## src/rtl/rom_fsm_sequencer_if.sv

```systemverilog
// Table-configuration bus for rom_fsm_sequencer: write strobe, address {state, x},
// data {nextstate, out}, and the write-rejected pulse returned by the sequencer.
interface rom_fsm_sequencer_if #(
    parameter int SW = 3,
    parameter int OW = 3
);
    logic             cfg_we;
    logic [SW:0]      cfg_addr;
    logic [SW+OW-1:0] cfg_wdata;
    logic             cfg_err;

    modport master (output cfg_we, output cfg_addr, output cfg_wdata, input  cfg_err);
    modport slave  (input  cfg_we, input  cfg_addr, input  cfg_wdata, output cfg_err);
endinterface

```

## src/rtl/rom_fsm_sequencer.sv

```systemverilog
// Run-control sequencer around a writable {nextstate, out} table addressed by {state, x_in}.
// Optional macro SEQ_VALID_CHECK_EN adds per-entry valid bits and an invalid-fetch fault (err).
module rom_fsm_sequencer #(
    parameter int SW = 3,
    parameter int OW = 3,
    parameter int CW = 8
) (
    input  logic                  clk,
    input  logic                  reset,
    rom_fsm_sequencer_if.slave    cfg,
    input  logic                  start,
    input  logic                  stop,
    input  logic                  step,
    input  logic                  x_in,
    input  logic [SW-1:0]         start_state,
    input  logic [SW-1:0]         halt_state,
    output logic [SW-1:0]         state,
    output logic [OW-1:0]         dout,
    output logic                  dout_valid,
    output logic [1:0]            ctl,
    output logic [CW-1:0]         adv_count,
    output logic                  err
);
    localparam int DEPTH = 2 ** (SW + 1);

    localparam logic [1:0] CTL_IDLE  = 2'b00;
    localparam logic [1:0] CTL_RUN   = 2'b01;
    localparam logic [1:0] CTL_PAUSE = 2'b10;
    localparam logic [1:0] CTL_DONE  = 2'b11;

    logic [SW+OW-1:0] tbl_r [DEPTH];
    logic [1:0]       ctl_r;
    logic [SW-1:0]    state_r;
    logic [OW-1:0]    dout_r;
    logic             dout_valid_r;
    logic [CW-1:0]    adv_count_r;
    logic             cfg_err_r;

    logic [SW:0]      fetch_addr_s;
    logic [SW+OW-1:0] entry_s;
    logic [SW-1:0]    nxt_state_s;
    logic [OW-1:0]    nxt_out_s;
    logic             wr_ok_s;
    logic             start_go_s;
    logic             adv_s;
    logic             fresh_s;
    logic [1:0]       ctl_nxt_s;

    assign fetch_addr_s = {state_r, x_in};
    assign entry_s      = tbl_r[fetch_addr_s];
    assign nxt_state_s  = entry_s[SW+OW-1:OW];
    assign nxt_out_s    = entry_s[OW-1:0];
    assign wr_ok_s      = cfg.cfg_we && (ctl_r != CTL_RUN);
    // stop outranks start everywhere; outside RUN it simply masks start
    assign start_go_s   = start && !stop;

`ifdef SEQ_VALID_CHECK_EN
    logic [DEPTH-1:0] vld_r;
    logic             fault_s;
    logic             err_r;
`endif

    // Table storage: not reset, so programmed contents survive a reset
    always_ff @(posedge clk) begin
        if (wr_ok_s) begin
            tbl_r[cfg.cfg_addr] <= cfg.cfg_wdata;
        end
    end

    // Controller next-state and advance/fresh-start decode
    always_comb begin
        ctl_nxt_s = ctl_r;
        adv_s     = 1'b0;
        fresh_s   = 1'b0;
        case (ctl_r)
            CTL_IDLE: begin
                if (start_go_s) begin
                    fresh_s   = 1'b1;
                    ctl_nxt_s = CTL_RUN;
                end else if (step) begin
                    adv_s     = 1'b1;
                    ctl_nxt_s = CTL_PAUSE;
                end else begin
                    ctl_nxt_s = CTL_IDLE;
                end
            end
            CTL_RUN: begin
                if (stop) begin
                    ctl_nxt_s = CTL_PAUSE;
                end else begin
                    adv_s     = 1'b1;
                    ctl_nxt_s = (nxt_state_s == halt_state) ? CTL_DONE : CTL_RUN;
                end
            end
            CTL_PAUSE: begin
                if (start_go_s) begin
                    ctl_nxt_s = CTL_RUN;
                end else if (step) begin
                    adv_s     = 1'b1;
                    ctl_nxt_s = (nxt_state_s == halt_state) ? CTL_DONE : CTL_PAUSE;
                end else begin
                    ctl_nxt_s = CTL_PAUSE;
                end
            end
            CTL_DONE: begin
                if (start_go_s) begin
                    fresh_s   = 1'b1;
                    ctl_nxt_s = CTL_RUN;
                end else begin
                    ctl_nxt_s = CTL_DONE;
                end
            end
            default: begin
                ctl_nxt_s = CTL_IDLE;
            end
        endcase
`ifdef SEQ_VALID_CHECK_EN
        fault_s = 1'b0;
        // An invalid fetch cancels the advance and ends the run
        if (adv_s && !vld_r[fetch_addr_s]) begin
            adv_s     = 1'b0;
            fault_s   = 1'b1;
            ctl_nxt_s = CTL_DONE;
        end else begin
            fault_s   = 1'b0;
        end
`endif
    end

    // Sequencer state, output and counter registers
    always_ff @(posedge clk or negedge reset) begin
        if (!reset) begin
            ctl_r        <= CTL_IDLE;
            state_r      <= {SW{1'b0}};
            dout_r       <= {OW{1'b0}};
            dout_valid_r <= 1'b0;
            adv_count_r  <= {CW{1'b0}};
            cfg_err_r    <= 1'b0;
        end else begin
            ctl_r        <= ctl_nxt_s;
            dout_valid_r <= adv_s;
            cfg_err_r    <= cfg.cfg_we && (ctl_r == CTL_RUN);
            if (fresh_s) begin
                state_r     <= start_state;
                adv_count_r <= {CW{1'b0}};
            end else if (adv_s) begin
                state_r     <= nxt_state_s;
                dout_r      <= nxt_out_s;
                if (adv_count_r != {CW{1'b1}}) begin
                    adv_count_r <= adv_count_r + {{(CW-1){1'b0}}, 1'b1};
                end
            end
        end
    end

`ifdef SEQ_VALID_CHECK_EN
    // Valid bits and sticky fault flag; cleared by reset, fault also by a fresh start
    always_ff @(posedge clk or negedge reset) begin
        if (!reset) begin
            vld_r <= {DEPTH{1'b0}};
            err_r <= 1'b0;
        end else begin
            if (wr_ok_s) begin
                vld_r[cfg.cfg_addr] <= 1'b1;
            end
            if (fresh_s) begin
                err_r <= 1'b0;
            end else if (fault_s) begin
                err_r <= 1'b1;
            end
        end
    end
    assign err = err_r;
`else
    assign err = 1'b0;
`endif

    assign cfg.cfg_err = cfg_err_r;
    assign state       = state_r;
    assign dout        = dout_r;
    assign dout_valid  = dout_valid_r;
    assign ctl         = ctl_r;
    assign adv_count   = adv_count_r;

endmodule
```

## src/flat_wrapper.sv

```systemverilog
// flat-port wrapper written by rule: the top's interface ports become plain ports
module rom_fsm_sequencer_flat 
#(
    parameter int SW = 3,
    parameter int OW = 3,
    parameter int CW = 8
)
  (clk, reset, start, stop, step, x_in, start_state, halt_state, state, dout, dout_valid, ctl, adv_count, err, cfg_cfg_we, cfg_cfg_addr, cfg_cfg_wdata, cfg_cfg_err);
  rom_fsm_sequencer_if #(.SW(SW), .OW(OW)) cfg_i ();
  input  logic clk;
  input  logic reset;
  input  logic start;
  input  logic stop;
  input  logic step;
  input  logic x_in;
  input  logic [SW-1:0] start_state;
  input  logic [SW-1:0] halt_state;
  output logic [SW-1:0] state;
  output logic [OW-1:0] dout;
  output logic dout_valid;
  output logic [1:0] ctl;
  output logic [CW-1:0] adv_count;
  output logic err;
  input wire logic [$bits(cfg_i.cfg_we)-1:0] cfg_cfg_we;
  input wire logic [$bits(cfg_i.cfg_addr)-1:0] cfg_cfg_addr;
  input wire logic [$bits(cfg_i.cfg_wdata)-1:0] cfg_cfg_wdata;
  output wire logic [$bits(cfg_i.cfg_err)-1:0] cfg_cfg_err;
  assign cfg_i.cfg_we = cfg_cfg_we;
  assign cfg_i.cfg_addr = cfg_cfg_addr;
  assign cfg_i.cfg_wdata = cfg_cfg_wdata;
  assign cfg_cfg_err = cfg_i.cfg_err;
  rom_fsm_sequencer #(.SW(SW), .OW(OW), .CW(CW)) u_core (.clk(clk), .reset(reset), .cfg(cfg_i), .start(start), .stop(stop), .step(step), .x_in(x_in), .start_state(start_state), .halt_state(halt_state), .state(state), .dout(dout), .dout_valid(dout_valid), .ctl(ctl), .adv_count(adv_count), .err(err));
endmodule
```

## config.mk

```make
export PLATFORM = sky130hd
export DESIGN_NAME = rom_fsm_sequencer_flat
export DESIGN_NICKNAME = d
export VERILOG_FILES = /design/src/rtl/rom_fsm_sequencer_if.sv /design/src/rtl/rom_fsm_sequencer.sv /design/src/flat_wrapper.sv
export SDC_FILE = /design/constraint.sdc
export NUM_CORES = 1
export LEC_CHECK = 0
export CORE_MARGIN = 3
export CORE_UTILIZATION = 50
export DETAILED_ROUTE_END_ITERATION = 10
export PLACE_DENSITY = 0.69
export SLEW_MARGIN = 0
export SYNTH_ARGS = -nofsm -noshare
export SYNTH_HDL_FRONTEND = slang
export SYNTH_SLANG_ARGS = --single-unit
```

## constraint.sdc

```tcl
create_clock -name clk -period 2.57 [get_ports clk]
set_input_delay 0.6425 -clock clk [delete_from_list [all_inputs] [get_ports clk]]
set_output_delay 0.6425 -clock clk [all_outputs]
set_load 0.01 [all_outputs]
```

==> results.yml <==
critical_path:
  rrSetupSlack_ps: 350
  critical_path.max_stage_delay_ps: 580
  crit_type: "register to output port"
  reg2regPathDepth: 7
  end_kind: "output port"
  cpMaxStageDelayCell: "dfrtp_2"
  cp_max_fo: 12
  r2r_start: "u_core.ctl[1]$_DFF_PN0_"
  required_ps: 1930
  worstPathCellList: "buf_4, clkdlybuf4s50_1"
  worstSetupStartpointType: "register"
  reg2reg_to: "u_core.adv_count[7]$_DFFE_PN0P_"
  critPathArrivalTime_ps: 1780
sta:
  relSlewSlack_pct: 60.3
  final.min_clock_period_ps: 2430
  final_hold_viol_count: 0
  fin_crit_sh_pct: 94.4
  setup_viol: 0
  fin_worst_skew_ps: 9.80
  tns_ps: 0
  worst_pin_slew_ps: 593
  max_clock_freq_ghz: 0.412
  grt_setup_unrepaired: "false"
  slew_violations: 0
detailed_routing:
  via_per_inst: 5.57
  drc: 0
  drtIter0Drc: 257
  wl_per_cell_um: 19.9
  vias: 2909
  antenna_left: 0
  drt-total-wl_um: 10400
  drt_pass1_iterations: 6
floorplan:
  dieArea_sq_um: 11100
  die_h_um: 105
  coreArea_sq_um: 9420
  rows: 35
  die_x_um: 105
  ios: 42
  start_util_pct: 52.5
layout:
  diodes: 0
  final_nets: 409
  multiInputGateArea_sq_um: 1490
  stdcell_count: 522
  mostFrequentLayoutCells: "edfxtp_1 (96), clkdlybuf4s50_1 (40), buf_4 (32), mux2i_1 (31), nor2_1 (24)"
  mostFrequentLayoutCell: "edfxtp_1"
  layout-drive-gt1-share_pct: 22.4
  fillers: 636
  syn_to_final_growth_pct: 26.4
  regArea_sq_um: 3330
yosys:
  syn_nets: 327
  ys_async_sr_fraction_pct: 15.8
  synth_warnings: 0
  synth_flop_cell: "edfxtp_1"
  synth-seq-cells: 114
  synth_cells: 298
  ys_types: 40
  ys_seq_area_share_pct: 67.5
  syn_avg_cell_area_sq_um: 16.6
  syn_area_sq_um: 4940
  synth_edf_count: 96
job:
  cap_violations: 0
global_routing:
  grt_pass1_wl_um: 16400
  grt_max_degree: 27
  antenna_found_initial: 0
  global_route.usage.total_pct: 19.9
  grt_pass1_vias: 2896
  grt_overflow: 0
power_and_ir_drop:
  power_density_nw_per_um2: 943
  ir_drop_uv: 556
  p_leak_nw: 2.27
place:
  placed_cells: 490
  hpwl_um: 7040
  place_congestion: 0.820
  io_buffers: 40
clocking:
  clockBufferDepth: 2
  cts.sinks: 114
  cts_root_buf: "clkbuf_8"
  cts_htree_levels: 4
  cts.clk_slew.worst_paths_ps: 60
  numCtsBuffers: 17
  cts_tree: "built"
  clk_latency_ps: 510
hold_path:
  hp-class: "primary input to async pin"
status:
  status: "complete, no violations"
## layer usage
metal / routed length (um) / vias to the layer above / part of all wire [%] / global-route usage (%)
li1: - / 1340 / - / -
met1: 4640 / 1479 / 45 / 27.1
met2: 5110 / 81 / 49 / 31.3
met3: 526 / 9 / 5.1 / 5.76
met4: 104 / 0 / 1.0 / 6.19
met5: 0 / - / 0 / 0
## power breakdown
part	internal, mW	switching [mW]	total, mW
clock network	1.28	0.817	2.09
registers	2.13	0.130	2.26
logic	0.794	0.735	1.53
## worst max-delay path, delay by kind of cell, from the launching register on
kind | cells | cell delay, ps
buffers and inverters | 2 | 690
DFF | 1 | 580
## registers in the layout (all words and copies together), names as in the netlist
register	flops
u_core.ctl	2
u_core.state	3
u_core.dout_valid	1
u_core.tbl_r	96
u_core.adv_count	8
u_core.dout	3
u_core.cfg.cfg_err	1
## metrics by stage
step	setup WS [ps]	total power [mW]	utilization, %	hold WS, ps	instance area (sq um)
4_1_cts	112	5.91	66.3	473	6240
5_1_grt	82.2	6.14	66.3	490	6240
2_1_floorplan	325	3.24	-	347	4940
3_5_place_dp	-233	3.83	60.6	524	5710
6_report	145	5.89	66.3	476	6240
3_3_place_gp	-185	3.79	60.6	513	5710
## cells in the mapped netlist, types with 3 or more instances
cell / count / area (sq um)
mux4_2: 16 / 360
clkbuf_1: 3 / 11.3
a21oi_1: 6 / 30.0
edfxtp_1: 96 / 2880
o31ai_1: 6 / 45.0
or3_1: 3 / 18.8
mux4_1: 5 / 131
nand3_1: 6 / 30.0
buf_6: 3 / 33.8
buf_2: 3 / 15.0
dfrtp_1: 18 / 450
ha_1: 6 / 75.1
mux2i_1: 31 / 310
inv_1: 7 / 26.3
nand2_1: 14 / 52.6
nor3_1: 4 / 20.0
nor2_1: 24 / 90.1
or4_1: 3 / 22.5
mux2_2: 4 / 45.0
xor2_1: 3 / 26.3
nand2b_1: 5 / 31.3
o21ai_0: 6 / 30.0
nand4_1: 4 / 25.0
## cells by family (layout without fill, tap and decap cells)
group	after synthesis	after routing	synth area share (%)
buffers and inverters	19	114	2.46
DFF	114	114	67.5
xor gates and xnor gates	4	4	0.709
other	1	1	0.0759
adders and majority gates	6	6	1.52
AOI/OAI and AO/OA	28	28	3.85
and+or+nand+nor	70	70	6.79
muxes	56	56	17.1
## how the worst max path moves through the flow
| stage | from | to | slack [ps] | cells after the start |
|---|---|---|---|---|
| finish | u_core.state[1]$_DFFE_PN0P_ | state[1] | 140 | 2 |
| CTS | u_core.state[1]$_DFFE_PN0P_ | state[1] | 110 | 2 |
| global route | u_core.state[1]$_DFFE_PN0P_ | state[1] | 80 | 2 |
| global placement | x_in | u_core.dout[1]$_DFFE_PN0P_ | -190 | 5 |
| floorplan | x_in | u_core.dout[0]$_DFFE_PN0P_ | 330 | 5 |
| detailed placement | x_in | u_core.dout[1]$_DFFE_PN0P_ | -230 | 5 |
## what timing repair did
action | in CTS | in global routing
setup buffers | 0 | 0
resized for setup | 1 | 0
setup endpoints to repair | 1 | 0
hold buffers | 0 | 0
## cell type report
type                            count  share of cell area, %
Sequential cell                   114                   53.4
Multi-Input combinational cell    165                   23.8
Timing Repair Buffer               75                   11.2
Clock buffer                       19                   6.75
Tap cell                          129                   2.59
Clock inverter                     13                   1.80
Inverter                            7                  0.421
Note: power is estimated with default switching activity, not from simulation.
